==> src/rtl/seq_div32.sv <==
// seq_div32: sequential 32-bit signed restoring divider returning {remainder, quotient}.
// Optional DIV_ZERO_TRAP_EN: zero divisor skips iteration and flags div_zero.
module seq_div32 #(
    parameter int WIDTH = 32
) (
    input  logic               clk,
    input  logic               clr,
    input  logic               start,
    input  logic [WIDTH-1:0]   dividend,
    input  logic [WIDTH-1:0]   divisor,
    output logic               busy,
    output logic               done,
    output logic [WIDTH-1:0]   quotient,
    output logic [WIDTH-1:0]   remainder,
    output logic [2*WIDTH-1:0] result,
    output logic               div_zero
);
    localparam int CW = $clog2(WIDTH);
    localparam logic [CW-1:0] LAST = CW'(WIDTH - 1);

    typedef enum logic [1:0] {IDLE, CALC, FIX} state_t;

    state_t           state, state_nx;
    logic [WIDTH-1:0] prem, qreg, dvs, dvd_mag, dvs_mag;
    logic [WIDTH:0]   shifted, diff;
    logic [CW-1:0]    cnt;
    logic             q_neg, r_neg, zero_trap;

`ifdef DIV_ZERO_TRAP_EN
    logic dz;
    assign zero_trap = (divisor == '0);
`else
    assign zero_trap = 1'b0;
    assign div_zero  = 1'b0;
`endif

    assign busy   = (state != IDLE);
    assign result = {remainder, quotient};

    always_comb begin
        dvd_mag  = dividend[WIDTH-1] ? -dividend : dividend;
        dvs_mag  = divisor[WIDTH-1] ? -divisor : divisor;
        shifted  = {prem, qreg[WIDTH-1]};
        diff     = shifted - {1'b0, dvs};
        state_nx = (state == IDLE) ? (start ? (zero_trap ? FIX : CALC) : IDLE) :
                   (state == CALC) ? ((cnt == LAST) ? FIX : CALC) : IDLE;
    end

    always_ff @(posedge clk) begin
        if (clr) state <= IDLE;
        else     state <= state_nx;
    end

    always_ff @(posedge clk) begin
        if (clr) begin
            done      <= 1'b0;
            quotient  <= '0;
            remainder <= '0;
            prem      <= '0;
            qreg      <= '0;
            dvs       <= '0;
            cnt       <= '0;
            q_neg     <= 1'b0;
            r_neg     <= 1'b0;
`ifdef DIV_ZERO_TRAP_EN
            dz        <= 1'b0;
            div_zero  <= 1'b0;
`endif
        end else begin
            done <= (state == FIX);
            if (state == IDLE && start) begin
                // A trapped zero divisor preloads the remainder path so FIX rebuilds the dividend.
                prem  <= zero_trap ? dvd_mag : '0;
                qreg  <= zero_trap ? '1 : dvd_mag;
                q_neg <= zero_trap ? 1'b0 : dividend[WIDTH-1] ^ divisor[WIDTH-1];
                r_neg <= dividend[WIDTH-1];
                dvs   <= dvs_mag;
                cnt   <= '0;
`ifdef DIV_ZERO_TRAP_EN
                dz    <= zero_trap;
`endif
            end else if (state == CALC) begin
                prem <= diff[WIDTH] ? shifted[WIDTH-1:0] : diff[WIDTH-1:0];
                qreg <= {qreg[WIDTH-2:0], ~diff[WIDTH]};
                cnt  <= cnt + 1'b1;
            end else if (state == FIX) begin
                quotient  <= q_neg ? -qreg : qreg;
                remainder <= r_neg ? -prem : prem;
`ifdef DIV_ZERO_TRAP_EN
                div_zero  <= dz;
`endif
            end
        end
    end
endmodule

==> config.mk <==
export PLATFORM = sky130hd
export DESIGN_NAME = seq_div32
export DESIGN_NICKNAME = d
export VERILOG_FILES = /design/src/rtl/seq_div32.sv
export SDC_FILE = /design/constraint.sdc
export NUM_CORES = 1
export LEC_CHECK = 0
export ABC_CLOCK_PERIOD_IN_PS = 3600
export CAP_MARGIN = 20
export CORE_MARGIN = 2
export CORE_UTILIZATION = 33
export CTS_BUF_LIST = sky130_fd_sc_hd__clkbuf_8
export DETAILED_ROUTE_END_ITERATION = 16
export GPL_TIMING_DRIVEN = 1
export PLACE_DENSITY = 0.64
export SYNTH_ARGS = -nofsm -noshare
export SYNTH_HDL_FRONTEND = slang
export SYNTH_SLANG_ARGS = --single-unit
==> constraint.sdc <==
create_clock -name clk -period 3.6 [get_ports clk]
set_input_delay 0.72 -clock clk [delete_from_list [all_inputs] [get_ports clk]]
set_output_delay 0.72 -clock clk [all_outputs]
set_load 0.02 [all_outputs]
Word-level counts from Yosys, hierarchy flattened --
Index checks and enable logic that the tools add are counted.
Storage, ports and cells: input bits 67, word-level logic and storage cells 40, output and inout bits 131, bits in registers 170
Cells by class: eq/ne operators 3, add/sub/neg operators 6, reductions and logical operators 6, bitwise gates (word level) 4, multiplexer cells 11
Operators by type and width (number):
- two-way mux 32 bit | 7
- negation 32 bit | 4
- subtractor 33 x 32 -> 33 bit | 1
- two-way mux 2 bit | 3
- adder 5 x 1 -> 5 bit (second input constant) | 1
- equality test 5 bit (second input constant) | 1
- nonzero test 2 bit | 2
- inverter 1 bit | 3
- AND reduction 3 bit | 1
- equality test 2 x 1 -> 1 bit (second input constant) | 1
- equality test 2 bit (second input constant) | 1
- logical NOT 2 bit | 1
- OR reduction 2 bit | 1
- logical AND 1 bit | 1
- two-way mux 1 bit | 1
- bitwise XOR 1 bit | 1

Depth between registers and ports, before layout --
Gate-level depths: netlist (run 1).
word-level depth 4, depth in mapped cells 13, mapped depth without buffers 12

Least setup slack after synthesis (run 1) --
OpenSTA, ideal clock, no wires.
kind in2reg, start input dividend[8], end register qreg[31], path buffers 0, data required time 3.514 ns, stages on the path 7, setup slack 0.397 ns, arrival time 3.117 ns, cell sequence or4_4 nor4_4 or3b_1 or3_4 or3_4 or4_4 a221oi_2
Between the ends: word-level cells in the longest chain between the ends 3
Ends and longest elaborated chain:
- from (decl) | line 9 | input logic [WIDTH-1:0] dividend,
- negation 32 bit | line 41 | dvd_mag = dividend[WIDTH-1] ? -dividend : dividend;
- two-way mux 32 bit | line 41
- two-way mux 32 bit | line 71 | if (state == IDLE && start) begin
- to (signal assigned) | line 74 | qreg <= zero_trap ? '1 : dvd_mag;
- to (signal assigned) | line 84 | qreg <= {qreg[WIDTH-2:0], ~diff[WIDTH]};
- to (decl) | line 24 | logic [WIDTH-1:0] prem, qreg, dvs, dvd_mag, dvs_mag;
Every way passes these cells. A chain may end at the register's enable or synchronous reset.

Worst setup path after layout (run 1) --
start register qreg[31], end register prem[0]
Between the ends: word-level cells in the longest chain between the ends 2
Ends and longest elaborated chain:
- subtractor 33 x 32 -> 33 bit | line 44 | diff = shifted - {1'b0, dvs};
- two-way mux 32 bit * | line 83 | prem <= diff[WIDTH] ? shifted[WIDTH-1:0] : diff[WIDTH-1:0];
- to (signal assigned) | line 73 | prem <= zero_trap ? dvd_mag : '0;
- to (signal assigned) | line 83
- to (decl) | line 24
Every way passes the cells marked *; elsewhere a longest branch is shown, timed or not.

==> impl_metrics.tcl, run 1 <==
set metrics [dict create \
    run_status "finished clean" \
    place_ws_ns -0.1235 \
    hold_path_class "in2reg" \
    core.rowCount 67 \
    crit_path_required_time_ns 4.02 \
    grt_pass1_wl_mm 47.70 \
    postSynthRegisterBits 170 \
    number_of_antenna_violations_at_the_first_check_in_global_routing 2 \
    postCtsHoldBufs 0 \
    sequential_to_total_area_share_from_yosys_stat 0.3076 \
    detail_route.wl_per_cell_um 15.03 \
    fin_tns_setup_ns 0 \
    syn_avg_cell_area_um2 8.160 \
    cpMaxStageDelayCell "or4_1" \
    floorplan.initialDensity 0.3325 \
    worstHoldPathCells 2 \
    cts_tree "built" \
    asyncSetResetFlopFracSynth 0 \
    i_o_pins 198 \
    total_die_area_um2 35010 \
    timing.critical_path.buf_inv 2 \
    timing.setup.critical_path_class "reg2reg" \
    rsz0062_at_grt "no" \
    internal-power_mw 3.286 \
    post-route-period-util 0.9532 \
    route.vias.total 9769 \
    fp.dieW_um 187.1 \
    max_cap_violations 0 \
    postLayoutCoreUtil 0.4097 \
    gp_routability_congestion 0.8340 \
    netlist.area_leader.share 0.3076 \
    crit_path_frequent_cell "a21oi_1" \
    p_clk_frac 0.270 \
    postSynthNetCount 1462 \
    cts_clk_pin_slew_worst_paths_ns 0.09 \
    clk-insertion-delay-late_ns 0.47 \
    start_kind "flip-flop" \
    io_buffer_count 196 \
    synth.cell_area_um2 11070 \
    firstDrtPassIters 5 \
    timing.fmax_mhz 291.4 \
    cts-root-to-sink-buffers 2 \
    fp.dieH_um 187.1 \
    p_leak_nw 4.907 \
    cp.depth 13 \
    cp-startpoint "qreg[31]$_SDFFE_PP0P_" \
    final.setup.worst_slack_ns 0.1683 \
    critical-path-top-delay-family "compound AO/OA/AOI/OAI gates" \
    detail-route-antenna-nets 0 \
    cts.repair.resized 0 \
    origin_of_the_critical_flop_to_flop_path "qreg[31]$_SDFFE_PP0P_" \
    series_of_cell_instances_along_the_critical_path "inv_1, ha_1, fa_1, nor2b_1, o2111ai_1, a21oi_1, a211o_1, a21oi_1, a22o_1, xnor2_4, buf_12, or4_1, nand3_1" \
    finalMaxSlewViolations 0 \
    overflow 0 \
    hpwlAfterDp_mm 22.87 \
    final_worst_clock_skew_ns 0.008222 \
    routed_wirelength_mm 29.15 \
    setup_viol 0 \
    timing.critical_path.fanout_max 12 \
    grt_start_max_net_pins 125 \
    critPathArrivalTime_ns 3.85 \
    p_sw_mw 1.734 \
    p_sw_frac 0.3455 \
    p_comb_frac 0.313 \
    cts.htree.levels 4 \
    clockRootBuffer "clkbuf_8" \
    yosysTopAreaCell "dfxtp_1" \
    maxSlewHeadroom 0.2445 \
    synth.distinct_cells 76 \
    synth-edff-count 0 \
    hold_path_startpoint "clr" \
    route.detailed.drc 0 \
    largest_cells_by_area_after_synthesis "dfxtp_1 (31%), xor2_1 (7.9%), a211oi_1 (6.4%)" \
    numCtsBuffers 17 \
    num-nets-final 1583 \
    syn-instance-count 1356 \
    post_layout_minimum_cycle_time_ns 3.432 \
    filler_cell_count 3319 \
    endpoint_kind "flip-flop" \
    ff2ff_path_depth 13 \
    initialDrtViolationCount 697 \
    grt_pass1_vias 9006 \
    timing_hold_violations_final 0 \
    route.detailed.vias_per_inst 5.038 \
    crit_path_max_incr_delay_ns 0.50 \
    coreArea_um2 33280 \
    worst_pin_slew_ns 1.132 \
    grt_usage 0.1649 \
    drive_above_1_share 0.08389 \
    yosys_warnings 0 \
    power_density_nw_per_um2 368.2 \
    synthFlopType "dfxtp_1" \
    syn_to_final_growth_pct 23.22 \
    clkSinkCount 170 \
    hold_slack_ns 0.4520 \
    vdd_ir_drop_max_mv 0.2394 \
    flop_pwr_share 0.417 \
    post_cts.repair.setup_buffers 0 \
]
[final cells by class]
type	instances	area, um^2	area share
Antenna cell	1	2.502	0.0001835
Clock buffer	20	275.3	0.02019
Clock inverter	12	115.1	0.008442
Inverter	48	180.2	0.01321
Multi-Input combinational cell	989	6664	0.4887
Sequential cell	170	3403	0.2496
Tap cell	448	560.5	0.04111
Timing Repair Buffer	251	2435	0.1786
[registers in the layout (all words and copies together) (netlist names)]
name / count
qreg: 32
cnt: 5
prem: 32
q_neg: 1
remainder: 32
done: 1
r_neg: 1
quotient: 32
state: 2
dvs: 32
[cell usage in the layout, fill, tap and decap left out, types with 6 or more instances in the layout]
cell type	synthesis	routed
nor3_1	11	11
nand2_1	98	98
dfxtp_1	170	170
or4_1	18	18
xnor2_1	50	50
mux2i_1	30	30
nor2b_1	9	7
buf_4	66	51
a22oi_1	29	29
o21ai_0	69	69
nand4_1	9	9
clkdlybuf4s50_1	0	195
and3_1	6	6
inv_1	48	48
clkbuf_8	3	20
nor2_1	133	132
or3_1	9	9
xor2_1	100	100
o41ai_1	18	18
or2_2	7	7
a21oi_1	91	91
a211oi_1	94	94
ha_1	38	38
nand3_1	19	19
nand2b_1	8	8
a21o_1	21	21
o31ai_1	36	36
[routing by layer]
| layer | up-vias | track usage | routed length (um) |
|---|---|---|---|
| li1 | 5059 | - | - |
| met1 | 4469 | 0.2420 | 15040 |
| met2 | 212 | 0.2439 | 12170 |
| met3 | 27 | 0.02871 | 1454 |
| met4 | 2 | 0.05098 | 467 |
| met5 | - | 0 | 13 |
[cells in the mapped netlist (10+ instances only)]
cell and instances:
mux2i_1 30, buf_4 66, inv_1 48, nor3_1 11, buf_1 10, xnor2_1 50, nand2_1 98, ha_1 38
a21o_1 21, nor2_1 133, a21oi_1 91, o41ai_1 18, a22oi_1 29, o31ai_1 36, xor2_1 100, nand3_1 19
dfxtp_1 170, a211oi_1 94, o21ai_0 69, or4_1 18, clkbuf_1 66
[per-stage QoR]
stage,instances,power [mW],instance area [um^2]
2_1_floorplan,1356,3.231,11070
4_1_cts,1938,5.054,13630
6_report,1939,5.020,13640
3_5_place_dp,1906,3.698,13240
3_3_place_gp,1906,3.676,13240
5_1_grt,1939,5.325,13640
[cell families (layout without fill, tap and decap cells)]
group                      Yosys count  count (layout)  synth area share
other                                1               2         0.0003389
muxes                               31              31           0.02815
xor gates and xnor gates           151             151            0.1202
AOI/OAI and AO/OA                  407             407            0.2479
adders and majority gates           39              39           0.04478
and+or+nand+nor                    360             360            0.1582
buffers and inverters              197             331           0.09294
DFF                                170             170            0.3076
[final timing paths]
check                           slack [ns]              endpoint
worst max-delay path                  0.17  prem[0]$_SDFFE_PP0P_
worst min-delay path                  0.45    r_neg$_SDFFE_PP0P_
worst max register to register        0.17  prem[0]$_SDFFE_PP0P_
worst min register to register        0.47   cnt[4]$_SDFFE_PP0P_
[power by group through the flow]
stage / registers [mW] / logic, mW / clock network [mW]
6_report: 2.10 / 1.57 / 1.35
5_1_grt: 2.11 / 1.75 / 1.46
4_1_cts: 2.09 / 1.57 / 1.39
3_5_place_dp: 2.14 / 1.56 / 0
3_3_place_gp: 2.13 / 1.55 / 0
2_1_floorplan: 2.09 / 1.14 / 0
Note: power is estimated with default switching activity, not from simulation.
==> run 2, diff against run 1 <==
--- a/config.mk
+++ b/config.mk
@@ -7,9 +7,10 @@
 export LEC_CHECK = 0
 export ABC_CLOCK_PERIOD_IN_PS = 3600
 export CAP_MARGIN = 20
-export CORE_MARGIN = 2
+export CORE_MARGIN = 5
 export CORE_UTILIZATION = 33
 export CTS_BUF_LIST = sky130_fd_sc_hd__clkbuf_8
+export CTS_CLUSTER_SIZE = 10
 export DETAILED_ROUTE_END_ITERATION = 16
 export GPL_TIMING_DRIVEN = 1
 export PLACE_DENSITY = 0.64
==> run 2 against run 1 <==
Net effect:
- setup slack better by 0.059 ns
- wire length up 4.0%
- first-iteration DRC count down 19%
- cell count up 0.41%
==> impl_metrics.tcl, run 2 (synthesized netlist as in run 1, its figures left out) <==
set metrics [dict create \
    floorplan.initialDensity 0.3325 \
    filler_cell_count 3360 \
    finalNonFillerCells 1947 \
    fin_total_pwr_mw 5.291 \
    worst_pin_slew_ns 1.003 \
    post-route-period-util 0.9368 \
    num-nets-final 1591 \
    initialDrtViolationCount 567 \
    grt_usage 0.1563 \
    coreArea_um2 33280 \
    vdd_ir_drop_max_mv 0.2460 \
    final_worst_clock_skew_ns 0.01331 \
    p_leak_nw 4.989 \
    fp.dieH_um 193.1 \
    mostFrequentLayoutCells "clkdlybuf4s50_1 (195), dfxtp_1 (170), nor2_1 (132)" \
    rsz0062_at_grt "no" \
    clk-insertion-delay-late_ns 0.47 \
    numCtsBuffers 17 \
    route.vias.total 9823 \
    grt_pass1_vias 8913 \
    hold_path_class "reg2reg" \
    fp.dieW_um 193.1 \
    timing.fmax_mhz 296.5 \
    cts_clk_pin_slew_worst_paths_ns 0.09 \
    detail-route-antenna-nets 0 \
    endpoint_kind "flip-flop" \
    clkSinkCount 170 \
    io_buffer_count 196 \
    seqCellArea_um2 3403 \
    grt_start_max_net_pins 125 \
    crit_path_required_time_ns 3.91 \
    routed_wirelength_mm 30.31 \
    timing.setup.critical_path_class "reg2reg" \
    critical-path-top-delay-family "compound AO/OA/AOI/OAI gates" \
    syn_to_final_growth_pct 24.51 \
    max_cap_violations 0 \
    series_of_cell_instances_along_the_critical_path "inv_1, ha_1, fa_1, nor2b_1, o2111ai_1, a21oi_1, a211o_1, a21oi_1, a22o_1, xnor2_4, buf_4, mux2i_1, a21oi_1" \
    timing.critical_path.fanout_max 10 \
    place_inst 1913 \
    crit_path_max_incr_delay_ns 0.41 \
    drt-met1-wl_mm 15.22 \
    start_kind "flip-flop" \
    cts.repair.resized 0 \
    cpMaxStageDelayCell "fa_1" \
    postCtsHoldBufs 0 \
    post_layout_minimum_cycle_time_ns 3.373 \
    setup_viol 0 \
    timing.critical_path.buf_inv 2 \
    drive_above_1_share 0.08879 \
    hpwlAfterDp_mm 23.70 \
    cts.htree.levels 4 \
    critPathArrivalTime_ns 3.68 \
    cts_tree "built" \
    overflow 0 \
    route.detailed.vias_per_inst 5.045 \
    cts-root-to-sink-buffers 2 \
    finalMaxSlewViolations 0 \
    power_density_nw_per_um2 384.0 \
    area_of_all_placed_cells_without_fillers_um2 13780 \
    run_status "finished clean" \
    grt_pass1_wl_mm 47.65 \
    timing_hold_violations_final 0 \
    postLayoutCoreUtil 0.4140 \
    post_cts.repair.setup_buffers 0 \
    route.top_layer_used "met5" \
    multi_input_comb_area_um2 6664 \
    i_o_pins 198 \
    met2_wirelength_mm 12.96 \
    number_of_antenna_violations_at_the_first_check_in_global_routing 4 \
    clockRootBuffer "clkbuf_8" \
    route.detailed.drc 0 \
    maxSlewHeadroom 0.3306 \
    post_dp_cell_area_um2 13280 \
    fin_tns_setup_ns 0 \
    detail_route.wl_per_cell_um 15.57 \
    firstDrtPassIters 8 \
    most_common_cell_after_layout_fill_and_taps_aside "clkdlybuf4s50_1" \
    crit_path_frequent_cell "a21oi_1" \
    met3WireLength_mm 1.722 \
    total_die_area_um2 37290 \
    core.rowCount 67 \
    gp_routability_congestion 0.8511 \
]
[run 2: cell types whose count changed in the layout (fill, tap and decap cells not counted)]
cell	before	now
clkinv_4	3	1
bufinv_16	1	5
buf_12	5	4
clkinvlp_4	3	2
inv_6	3	2
buf_16	0	1
clkinv_2	2	3
buf_4	51	59
clkbuf_8	20	18
inv_8	0	1
[run 2: worst reg2reg max path, cell delays in order (launching register included)]
cell       delay [ns]
dfxtp_1          0.32
inv_1            0.06
ha_1             0.24
fa_1             0.41
nor2b_1          0.18
o2111ai_1        0.16
a21oi_1          0.27
a211o_1          0.22
a21oi_1          0.12
a22o_1           0.33
xnor2_4          0.26
buf_4            0.26
mux2i_1          0.27
a21oi_1          0.10
[run 2: report_power, final]
group          total, mW  internal [mW]  switching [mW]
registers           2.09           1.97           0.121
clock network       1.60          0.850           0.747
logic               1.61          0.725           0.880
[run 2: area by class of cell]
type | count | area share
inverter | 48 | 0.01308
clock inverter | 14 | 0.01580
antenna | 1 | 0.0001816
tap | 448 | 0.04068
sequential | 170 | 0.2470
clock buffer | 18 | 0.01798
timing repair buffer | 259 | 0.1816
multi-input combinational | 989 | 0.4837
[run 2: layer usage]
metal | global-route usage | vias up
met5 | 0 | -
met4 | 0.03676 | 8
li1 | - | 5076
met1 | 0.2369 | 4501
met2 | 0.2298 | 209
met3 | 0.02773 | 29
[run 2: metrics by stage]
stage / setup slack, ns / hold WS [ns]
global placement: -0.1075 / 0.4461
detailed placement: -0.1686 / 0.4556
CTS: 0.2408 / 0.4681
floorplan: 0.3967 / 0.4319
finish: 0.2274 / 0.4650
global route: 0.06997 / 0.5003
[run 2: final timing paths]
path	start	endpoint	slack (ns)	depth (start not counted)
worst max-delay path	qreg[31]$_SDFFE_PP0P_	prem[5]$_SDFFE_PP0P_	0.23	13
worst min-delay path	cnt[4]$_SDFFE_PP0P_	cnt[4]$_SDFFE_PP0P_	0.46	2
worst max register to register	qreg[31]$_SDFFE_PP0P_	prem[5]$_SDFFE_PP0P_	0.23	13
worst min register to register	cnt[4]$_SDFFE_PP0P_	cnt[4]$_SDFFE_PP0P_	0.46	2
